==> src/rtl/data_port_arbiter.sv <==
// Two-port arbiter for the Memory data port: grant, issue, wait, ack per access.
// Define ARBITER_ROUND_ROBIN_EN for round-robin conflicts; default is fixed priority with anti-starvation.
//
//  state   | meaning
//  S_IDLE  | no access in flight, sample requests and latch the winner's payload
//  S_ISSUE | drive the latched access onto the memory pins (mem_we pulses for writes)
//  S_WAIT  | count READ_LATENCY cycles, then capture mem_rdata for the owner
//  S_ACK   | one-cycle completion pulse to the owner
module data_port_arbiter #(
  parameter int ADDR_WIDTH   = 14,
  parameter int DATA_WIDTH   = 32,
  parameter int READ_LATENCY = 1,
  parameter int MAX_STREAK   = 4
) (
  input  logic                  clock,
  input  logic                  reset,
  input  logic                  p0_req,
  input  logic                  p0_we,
  input  logic [ADDR_WIDTH-1:0] p0_addr,
  input  logic [DATA_WIDTH-1:0] p0_wdata,
  output logic                  p0_ack,
  output logic [DATA_WIDTH-1:0] p0_rdata,
  input  logic                  p1_req,
  input  logic                  p1_we,
  input  logic [ADDR_WIDTH-1:0] p1_addr,
  input  logic [DATA_WIDTH-1:0] p1_wdata,
  output logic                  p1_ack,
  output logic [DATA_WIDTH-1:0] p1_rdata,
  output logic [ADDR_WIDTH-1:0] mem_addr,
  output logic [DATA_WIDTH-1:0] mem_wdata,
  output logic                  mem_we,
  input  logic [DATA_WIDTH-1:0] mem_rdata,
  output logic                  busy,
  output logic                  owner
);

  typedef enum logic [1:0] {S_IDLE, S_ISSUE, S_WAIT, S_ACK} state_t;

  localparam logic [1:0] WAIT_LOAD = 2'(READ_LATENCY - 1);

  state_t     state, state_nxt;
  logic       lat_we;
  logic [1:0] wait_cnt;
  logic       grant;
  logic       grant_port;

  assign grant = (state == S_IDLE) && (p0_req || p1_req);

`ifdef ARBITER_ROUND_ROBIN_EN
  logic rr;

  always_comb begin
    grant_port = p1_req;
    if (p0_req && p1_req) grant_port = rr;
  end

  always_ff @(posedge clock or negedge reset) begin
    if (!reset)     rr <= 1'b0;
    else if (grant) rr <= ~grant_port;
  end
`else
  localparam int SW = $clog2(MAX_STREAK + 1);
  logic [SW-1:0] streak;

  // Port 1 only overrides port 0 once it has been passed over MAX_STREAK times in a row.
  always_comb begin
    grant_port = p1_req;
    if (p0_req && p1_req) grant_port = (streak == SW'(MAX_STREAK));
  end

  always_ff @(posedge clock or negedge reset) begin
    if (!reset) begin
      streak <= '0;
    end else if (grant) begin
      if (grant_port || !p1_req) streak <= '0;
      else                       streak <= streak + SW'(1);
    end
  end
`endif

  always_ff @(posedge clock or negedge reset) begin
    if (!reset) state <= S_IDLE;
    else        state <= state_nxt;
  end

  always_comb begin
    state_nxt = state;
    case (state)
      S_IDLE:  if (grant) state_nxt = S_ISSUE;
      S_ISSUE: state_nxt = lat_we ? S_ACK : S_WAIT;
      S_WAIT:  if (wait_cnt == 2'd0) state_nxt = S_ACK;
      S_ACK:   state_nxt = S_IDLE;
      default: state_nxt = S_IDLE;
    endcase
  end

  always_comb begin
    busy   = (state != S_IDLE);
    mem_we = (state == S_ISSUE) && lat_we;
    p0_ack = (state == S_ACK) && !owner;
    p1_ack = (state == S_ACK) && owner;
  end

  // Payload is captured straight into the memory-side registers at grant, so later
  // requester changes cannot leak into the access.
  always_ff @(posedge clock or negedge reset) begin
    if (!reset) begin
      owner     <= 1'b0;
      lat_we    <= 1'b0;
      mem_addr  <= '0;
      mem_wdata <= '0;
      wait_cnt  <= '0;
      p0_rdata  <= '0;
      p1_rdata  <= '0;
    end else begin
      if (grant) begin
        owner     <= grant_port;
        lat_we    <= grant_port ? p1_we    : p0_we;
        mem_addr  <= grant_port ? p1_addr  : p0_addr;
        mem_wdata <= grant_port ? p1_wdata : p0_wdata;
      end
      if (state == S_ISSUE) begin
        wait_cnt <= WAIT_LOAD;
      end else if (state == S_WAIT) begin
        if (wait_cnt != 2'd0) begin
          wait_cnt <= wait_cnt - 2'd1;
        end else if (owner) begin
          p1_rdata <= mem_rdata;
        end else begin
          p0_rdata <= mem_rdata;
        end
      end
    end
  end

endmodule

==> config.mk <==
export PLATFORM = sky130hd
export DESIGN_NAME = data_port_arbiter
export DESIGN_NICKNAME = d
export VERILOG_FILES = /design/src/rtl/data_port_arbiter.sv
export SDC_FILE = /design/constraint.sdc
export NUM_CORES = 1
export LEC_CHECK = 0
export ABC_AREA = 1
export BUFFER_PORTS_ARGS = -buffer_cell sky130_fd_sc_hd__buf_2
export CORE_MARGIN = 8
export CORE_UTILIZATION = 48
export CTS_CLUSTER_SIZE = 16
export DETAILED_ROUTE_END_ITERATION = 8
export GPL_ROUTABILITY_DRIVEN = 1
export PLACE_DENSITY = 0.86
export SYNTH_ARGS = -nofsm -noshare
export SYNTH_HDL_FRONTEND = slang
export SYNTH_SLANG_ARGS = --single-unit
==> constraint.sdc <==
create_clock -name clock -period 1.8 [get_ports clock]
set_input_delay 0.36 -clock clock [delete_from_list [all_inputs] [get_ports clock]]
set_output_delay 0.36 -clock clock [all_outputs]
set_load 0.02 [all_outputs]
==> results of run 1 <==
-- final cells by class --
| cell class | count | area (sq um) |
|---|---|---|
| well taps | 143 | 179 |
| clock inverters | 14 | 150 |
| flip-flops and latches | 119 | 2980 |
| fillers | 921 | 3750 |
| repair buffers | 257 | 1440 |
| inverters | 143 | 539 |
| clock buffers | 18 | 439 |
| multi-input cells | 409 | 1890 |
| diodes | 3 | 7.51 |
-- power by group --
group | internal [W] | switching [W]
combinational | 0.00210 | 0.00407
clock | 0.00208 | 0.00124
sequential | 0.00405 | 0.000774
total | 0.00824 | 0.00609
-- Yosys cell counts, types with 2 or more instances --
master and n:
buf_2 13, buf_4 7, buf_6 4, clkbuf_1 12, dfrtp_1 119, ha_1 8, inv_1 141, inv_2 2
nand2_1 220, nand3_1 98, nand3_2 2, nor2_1 3, nor2_2 2, o21ai_0 17, o21ai_1 53
-- metal layers --
layer,vias to the layer above,routed length [um],GRT usage
met2,247,7280,0.320
met1,2403,6610,0.250
met3,14,2010,0.0893
met5,-,8,0
met4,2,178,0.0715
li1,2640,-,-
-- state kept, by name, summed over array words and instances (netlist names) --
| register | count |
|---|---|
| lat_we | 1 |
| mem_addr | 14 |
| mem_wdata | 32 |
| owner | 1 |
| p0_rdata | 32 |
| p1_rdata | 32 |
| state | 2 |
| streak | 3 |
| wait_cnt | 2 |
-- stage by stage --
stage                     total power (W)  cell area (sq um)  setup slack [ns]  TNS [ns]  hold WS, ns
after global placement             0.0108               6970            0.0679         0        0.270
after CTS                          0.0145               7600          -0.00970   -0.0110        0.188
after detailed placement           0.0110               6970           -0.0959     -2.56        0.272
final                              0.0143               7620            0.0711         0        0.205
after global routing               0.0153               7620          0.000621         0        0.205
after floorplan                   0.00864               5590             0.256         0       0.0644
-- cells in the final DEF, fill, tap and decap left out --
cell             n
buf_2          241
nand2_1        220
inv_1          139
dfrtp_1        118
nand3_1         98
o21ai_1         53
o21ai_0         17
clkbuf_16       17
buf_12           8
ha_1             6
buf_4            5
diode_2          3
inv_2            3
nor2_1           3
inv_6            3
clkinvlp_4       3
clkinv_2         3
clkinv_4         3
nor2_2           2
nand3_2          2
ha_4             2
bufinv_16        2
buf_6            2
nor2_4           1
a21boi_4         1
inv_4            1
xor2_1           1
o22ai_1          1
a21oi_1          1
or2_2            1
clkbuf_8         1
dlygate4sd3_1    1
dfrtp_2          1
-- kinds of logic (layout without fill, tap and decap cells) --
| kind of cell | count (synthesis) | after routing |
|---|---|---|
| simple gates | 327 | 327 |
| buf+inv | 180 | 432 |
| flops | 119 | 119 |
| compound gates | 73 | 73 |
| fa+ha+maj | 8 | 8 |
| xor+xnor | 1 | 1 |
| other cells | 0 | 3 |
-- what timing repair did --
| action | CTS | global route |
|---|---|---|
| gates resized for setup | 8 | 4 |
| setup endpoints to repair | 52 | 3 |
| hold endpoints to repair | 16 | 0 |
| setup buffers | 1 | 0 |
| pin swaps | 0 | 0 |
| hold buffers | 1 | 0 |
-- tightest hold or removal path, stage by stage --
cell     delay (ns)
buf_2          0.09
inv_1          0.05
o21ai_1        0.06
-- path summary, 6_finish.rpt --
kind / end / slack, ns / depth (start not counted) / start
min: p1_rdata[6] / 0.20 / 3 / mem_rdata[6]
max reg2reg: mem_wdata[0] / 0.18 / 7 / state[0]
max: mem_we / 0.07 / 5 / state[1]
min reg2reg: mem_wdata[7] / 0.47 / 2 / mem_wdata[7]
max in group asynchronous: mem_addr[8] / 0.82 / 3 / reset
min in group asynchronous: p1_rdata[4] / 0.41 / 2 / reset
==> impl_metrics.json, run 1 <==
{
  "rsz0062_at_grt": "false",
  "synth_top_area_frac": 0.533,
  "syn-mean-instance-area_sq_um": 7.89,
  "async_reset_ff_frac": 1.00,
  "setup_violations": 0,
  "wl_per_cell_um": 14.6,
  "synth.mux.area_fraction": 0,
  "yosysSeqAreaShare": 0.533,
  "grt.overflow.total": 0,
  "critical_path.max_fanout": 4,
  "synth.distinct_cells": 22,
  "synth_top_family_by_area": "simple AND/OR/NAND/NOR gates",
  "yosys.area_share.xor_xnor": 0.00157,
  "cts_buffer_depth": 2,
  "path_buf_inv": 3,
  "final_core_util": 0.670,
  "required_ns": 1.44,
  "fmax_mhz": 578,
  "status": "finished, final reports clean",
  "die-area_sq_um": 15300,
  "drive_above_1_share": 0.315,
  "port_buffers": 244,
  "clk_pin_slew_worst_paths_ns": 0.06,
  "crit_chain": "inv_2, ha_4, nand2_1, inv_1, buf_6",
  "peakVddDrop_v": 0.00109,
  "cpPeakStageDelay_ns": 0.41,
  "synth_area_leaders": "dfrtp_1, nand2_1, inv_1",
  "timing_hold_violations_final": 0,
  "numCtsBuffers": 17,
  "p_per_area_nw_per_um2": 1880,
  "num_vias": 5306,
  "synth_simple_gate_area_frac": 0.247,
  "cpLargestDelayFamily": "flip-flops",
  "crit_path_start_kind": "flop",
  "cap_viol_max_count": 0,
  "gp_congestion": 0.824,
  "cts_tree": "built",
  "row_count": 39,
  "fin_nets": 1085,
  "clk_latency_ns": 0.40,
  "clockRootBuffer": "clkbuf_16",
  "synth-edff-count": 0,
  "hold_class": "in2reg",
  "dpl.cell_count": 1069,
  "ys_ff_latch": 119,
  "antenna_found_initial": 3,
  "start_util": 0.491,
  "fin_skew_ns": 0.0120,
  "drt_iter0_markers": 467,
  "ios": 245,
  "tightest_slew_ns": 0.482,
  "core_sq_um": 11400,
  "htreeDepth": 4,
  "wl_mm": 16.1,
  "vias_per_cell": 4.80,
  "yosys.area.top_type": "dfrtp_1",
  "first_pass_iters": 4,
  "dp_hpwl_mm": 11.7,
  "period_share": 0.961,
  "arrival_ns": 1.37,
  "die_x_um": 124,
  "gr-usage-all-layers": 0.205,
  "maxSlewViolCount": 0,
  "ant_nets": 0,
  "synth_compound_area_frac": 0.0668,
  "fin_crit_ns": 1.73,
  "syn_area_sq_um": 5590,
  "path_class": "reg2out",
  "max-slew-margin-rel": 0.679,
  "grt_pass1_vias": 5208,
  "fin_cells": 1106,
  "areaGrowthSynthToFinish_pct": 36.5,
  "yosys_warnings": 0,
  "synthCells": 708,
  "grt_max_degree": 65,
  "grt_pass1_wl_mm": 24.8,
  "ys.flop_type": "dfrtp_1",
  "fp.dieH_um": 124,
  "drc_errors": 0,
  "cp-end-kind": "primary output",
  "crit_slowest_cell": "dfrtp_1",
  "clock_sinks": 119,
  "syn-num-nets": 846,
  "p_leak_nw": 4.57,
  "synth_fa_ha_area_frac": 0.0179
}
Power figures use the tool's default switching activity.
==> run 2, diff against run 1 <==
- CORE_MARGIN: 8 -> unset
==> impl_metrics.json, run 2 (synthesis results as in run 1) <==
{
  "drc_errors": 0,
  "dp_hpwl_mm": 10.2,
  "first_pass_iters": 8,
  "setup_slack_ns": 0.0589,
  "register_area_sq_um": 2980,
  "wl_per_cell_um": 13.1,
  "wl_mm": 14.5,
  "grt.overflow.total": 0,
  "rsz0062_at_grt": "true",
  "fin_crit_ns": 1.74,
  "hold_depth": 3,
  "cap_viol_max_count": 0,
  "arrival_ns": 1.38,
  "rr_worst_depth": 7,
  "grt_max_degree": 65,
  "core_sq_um": 11400,
  "die_x_um": 110,
  "timing_hold_violations_final": 0,
  "cts_buffer_depth": 2,
  "numCtsBuffers": 17,
  "clockRootBuffer": "clkbuf_16",
  "fp.dieH_um": 110,
  "fin_nets": 1085,
  "ant_nets": 0,
  "drt_iter0_markers": 371,
  "peakVddDrop_v": 0.00100,
  "port_buffers": 244,
  "multi_input_area_sq_um": 1890,
  "htreeDepth": 4,
  "clk_latency_ns": 0.40,
  "drive_above_1_share": 0.313,
  "critical_path.max_fanout": 5,
  "tightest_slew_ns": 0.483,
  "die-area_sq_um": 12100,
  "period_share": 0.967,
  "grt_pass1_wl_mm": 22.5,
  "path_class": "reg2out",
  "layout_commonest_cell": "buf_2",
  "whs_endpoint": "p1_rdata[6]",
  "num_vias": 5279,
  "grt_pass1_vias": 4921,
  "cp-end-kind": "primary output",
  "fin_skew_ns": 0.00763,
  "vias_per_cell": 4.77,
  "status": "finished, final reports clean",
  "min_from": "mem_rdata[6]",
  "fillers": 939,
  "gr-usage-all-layers": 0.244,
  "required_ns": 1.44,
  "mostFrequentLayoutCells": "buf_2, nand2_1, inv_1, dfrtp_1, nand3_1",
  "fin_tns_setup_ns": 0,
  "start_util": 0.491,
  "dpl.cell_count": 1069,
  "antenna_found_initial": 2,
  "areaGrowthSynthToFinish_pct": 35.7,
  "hold_class": "in2reg",
  "max-slew-margin-rel": 0.678,
  "fmax_mhz": 574,
  "p_per_area_nw_per_um2": 1860,
  "final_core_util": 0.667,
  "r2r_start": "state[0]",
  "crit_path_start_kind": "flop",
  "cts_tree": "built",
  "gp_congestion": 0.835,
  "pre_cts_slack_ns": -0.0100,
  "fin_cells": 1106,
  "clock_sinks": 119,
  "ios": 245,
  "reg.largest.list": "mem_wdata (32), p0_rdata (32), p1_rdata (32)",
  "power.total_w": 0.0141,
  "reg2reg_to": "mem_addr[6]",
  "clk_pin_slew_worst_paths_ns": 0.05,
  "maxSlewViolCount": 0,
  "setup_violations": 0,
  "row_count": 39,
  "reg2reg_slack_ns": 0.19,
  "p_leak_nw": 4.55
}
-- run 2: how the worst max path moves through the flow --
stage	cells past startpoint	from	end	slack (ns)
floorplan	9	state[0]	mem_addr[0]	0.26
global placement	7	state[0]	mem_wdata[30]	0.09
detailed placement	7	state[0]	mem_addr[6]	-0.01
CTS	5	state[1]	mem_we	-0.02
global route	5	state[1]	mem_we	-0.02
finish	5	state[1]	mem_we	0.06
-- run 2: cell type report --
class                   count  area share
well taps                 143      0.0236
diodes                      3    0.000990
inverters                 143      0.0711
flip-flops and latches    119       0.393
clock inverters            13      0.0175
multi-input cells         409       0.250
repair buffers            257       0.187
clock buffers              19      0.0571
-- run 2: timing repair --
item / 4_1_cts / 5_1_grt
pin swaps: 0 / 0
endpoints found under the setup margin: 7 / 2
resized for setup: 5 / 5
hold endpoints to repair: 19 / 0
gates cloned: 0 / 0
setup buffers: 0 / 1
hold buffers: 1 / 0
-- run 2: per-layer routing --
layer,up-vias,wire length [um],share of wire,GRT usage
li1,2636,-,-,-
met2,234,7030,0.49,0.401
met5,-,0,0,0
met1,2387,5810,0.40,0.285
met4,0,289,0.020,0.102
met3,22,1360,0.094,0.0937
-- run 2: through the flow --
step | hold slack, ns | area [sq um]
after floorplan | 0.0644 | 5590
after global placement | 0.275 | 6950
after detailed placement | 0.278 | 6950
after CTS | 0.193 | 7540
after global routing | 0.205 | 7580
final | 0.211 | 7580
-- run 2: power by group --
part / switching [W] / internal (W) / leakage [nW]
sequential: 0.000781 / 0.00405 / 1.42
clock: 0.00119 / 0.00202 / 0.269
combinational: 0.00397 / 0.00208 / 2.86
total: 0.00594 / 0.00815 / 4.55
-- run 2: worst max-delay path: stages (launching register included) --
cell and delay (ns):
dfrtp_1 0.43, inv_2 0.13, ha_4 0.16, nand2_1 0.05, inv_1 0.07, buf_4 0.15
==> run 3, diff against run 2 <==
- CORE_MARGIN: unset -> 3
==> impl_metrics.json, run 3 (synthesis results as in run 1) <==
{
  "tightest_slew_ns": 0.478,
  "setup_slack_ns": 0.0680,
  "crit_path_start_kind": "flop",
  "fillers": 887,
  "required_ns": 1.44,
  "hold_depth": 3,
  "clk_latency_ns": 0.40,
  "clk_pin_slew_worst_paths_ns": 0.06,
  "wl_per_cell_um": 13.5,
  "cts_tree": "built",
  "hold_class": "in2reg",
  "core_sq_um": 11100,
  "fp.dieH_um": 114,
  "fin_skew_ns": 0.00683,
  "drc_errors": 0,
  "areaGrowthSynthToFinish_pct": 37.7,
  "whs_endpoint": "p1_rdata[1]",
  "reg.largest.list": "mem_wdata (32), p0_rdata (32), p1_rdata (32)",
  "ant_nets": 0,
  "ios": 245,
  "antenna_found_initial": 1,
  "grt_max_degree": 65,
  "start_util": 0.502,
  "dp_hpwl_mm": 10.5,
  "cap_viol_max_count": 0,
  "final_core_util": 0.691,
  "rr_worst_depth": 9,
  "numCtsBuffers": 17,
  "row_count": 38,
  "use_met1": 0.299,
  "gr-usage-all-layers": 0.237,
  "globalRouteMet2Util": 0.384,
  "wl_mm": 14.9,
  "p_per_area_nw_per_um2": 1900,
  "fin_crit_ns": 1.73,
  "register_area_sq_um": 2980,
  "grt_pass1_wl_mm": 24.5,
  "grt.overflow.total": 0,
  "use_met3": 0.0706,
  "peakVddDrop_v": 0.00114,
  "rsz0062_at_grt": "true",
  "grt_busiest_layer": "met2",
  "arrival_ns": 1.37,
  "drive_above_1_share": 0.319,
  "mostFrequentLayoutCells": "buf_2, nand2_1, inv_1, dfrtp_1, nand3_1",
  "path_class": "reg2out",
  "clock_sinks": 119,
  "port_buffers": 244,
  "die-area_sq_um": 13000,
  "die_x_um": 114,
  "multi_input_area_sq_um": 1890,
  "period_share": 0.962,
  "cts_buffer_depth": 2,
  "layout_commonest_cell": "buf_2",
  "min_from": "mem_rdata[1]",
  "pre_cts_slack_ns": -0.0427,
  "fin_nets": 1088,
  "first_pass_iters": 5,
  "vias_per_cell": 4.83,
  "grt_pass1_vias": 5148,
  "cp-end-kind": "primary output",
  "reg2reg_to": "mem_wdata[14]",
  "drt_iter0_markers": 404,
  "startpoint": "state[1]",
  "timing_hold_violations_final": 0,
  "p_leak_nw": 4.61,
  "critical_path.max_fanout": 5,
  "fmax_mhz": 577,
  "status": "finished, final reports clean",
  "htreeDepth": 4,
  "setup_violations": 0,
  "r2r_start": "streak[0]",
  "clockRootBuffer": "clkbuf_16",
  "reg2reg_slack_ns": 0.18,
  "max-slew-margin-rel": 0.681,
  "maxSlewViolCount": 0,
  "num_vias": 5327,
  "power.total_w": 0.0146,
  "gp_congestion": 0.850
}
==> run 3: cell types whose count changed in the layout (fill, tap and decap cells not counted), sizes merged <==
cell and delta:
inv +7, clkinv -4, buf +3, clkinvlp -3, bufinv +2, clkbuf -2
diode -2
==> run 3: critical path, cell delays in order (launching register included) <==
cell	delay, ns
dfrtp_2	0.45
buf_6	0.13
ha_2	0.16
nand2_1	0.06
inv_1	0.03
buf_2	0.15
==> run 3: worst max-delay path by stage <==
stage / to / slack [ns] / cells after the start
CTS: mem_we / -0.0007 / 5
finish: p1_ack / 0.07 / 5
global route: p0_ack / -0.01 / 5
detailed placement: mem_wdata[13] / -0.04 / 7
floorplan: mem_addr[0] / 0.26 / 9
global placement: mem_addr[7] / 0.09 / 7
==> run 3: final cells by class <==
type	instances	share of cell area
Clock buffer	17	0.0553
Timing Repair Buffer	260	0.189
Clock inverter	15	0.0278
Antenna cell	1	0.000325
Inverter	143	0.0705
Tap cell	140	0.0228
Multi-Input combinational cell	409	0.246
Sequential cell	119	0.388
==> run 3: metal layers <==
layer  share of wire  vias up
li1                -     2647
met3           0.097       25
met4           0.022        0
met1            0.41     2407
met5               0        -
met2            0.47      248
==> run 3: report_power, final <==
part | switching (W) | leakage [nW] | internal (W) | total, W
sequential | 0.000776 | 1.42 | 0.00405 | 0.00483
combinational | 0.00402 | 2.88 | 0.00213 | 0.00616
clock | 0.00130 | 0.312 | 0.00236 | 0.00365
==> run 3: what timing repair did <==
item	4_1_cts	5_1_grt
cloned	0	0
resized for setup	5	9
endpoints found under the hold margin	21	0
setup endpoints to repair	50	4
setup buffers	1	1
hold buffers	1	0
==> run 3: per-stage QoR <==
step           instance area, sq um  setup TNS (ns)  hold slack [ns]  cells
3_5_place_dp                   6980          -0.508            0.294   1068
4_1_cts                        7640       -0.000747            0.192   1102
5_1_grt                        7690         -0.0153            0.205   1104
3_3_place_gp                   6980               0            0.291   1068
6_report                       7690               0            0.208   1104
2_1_floorplan                  5590               0           0.0644    708
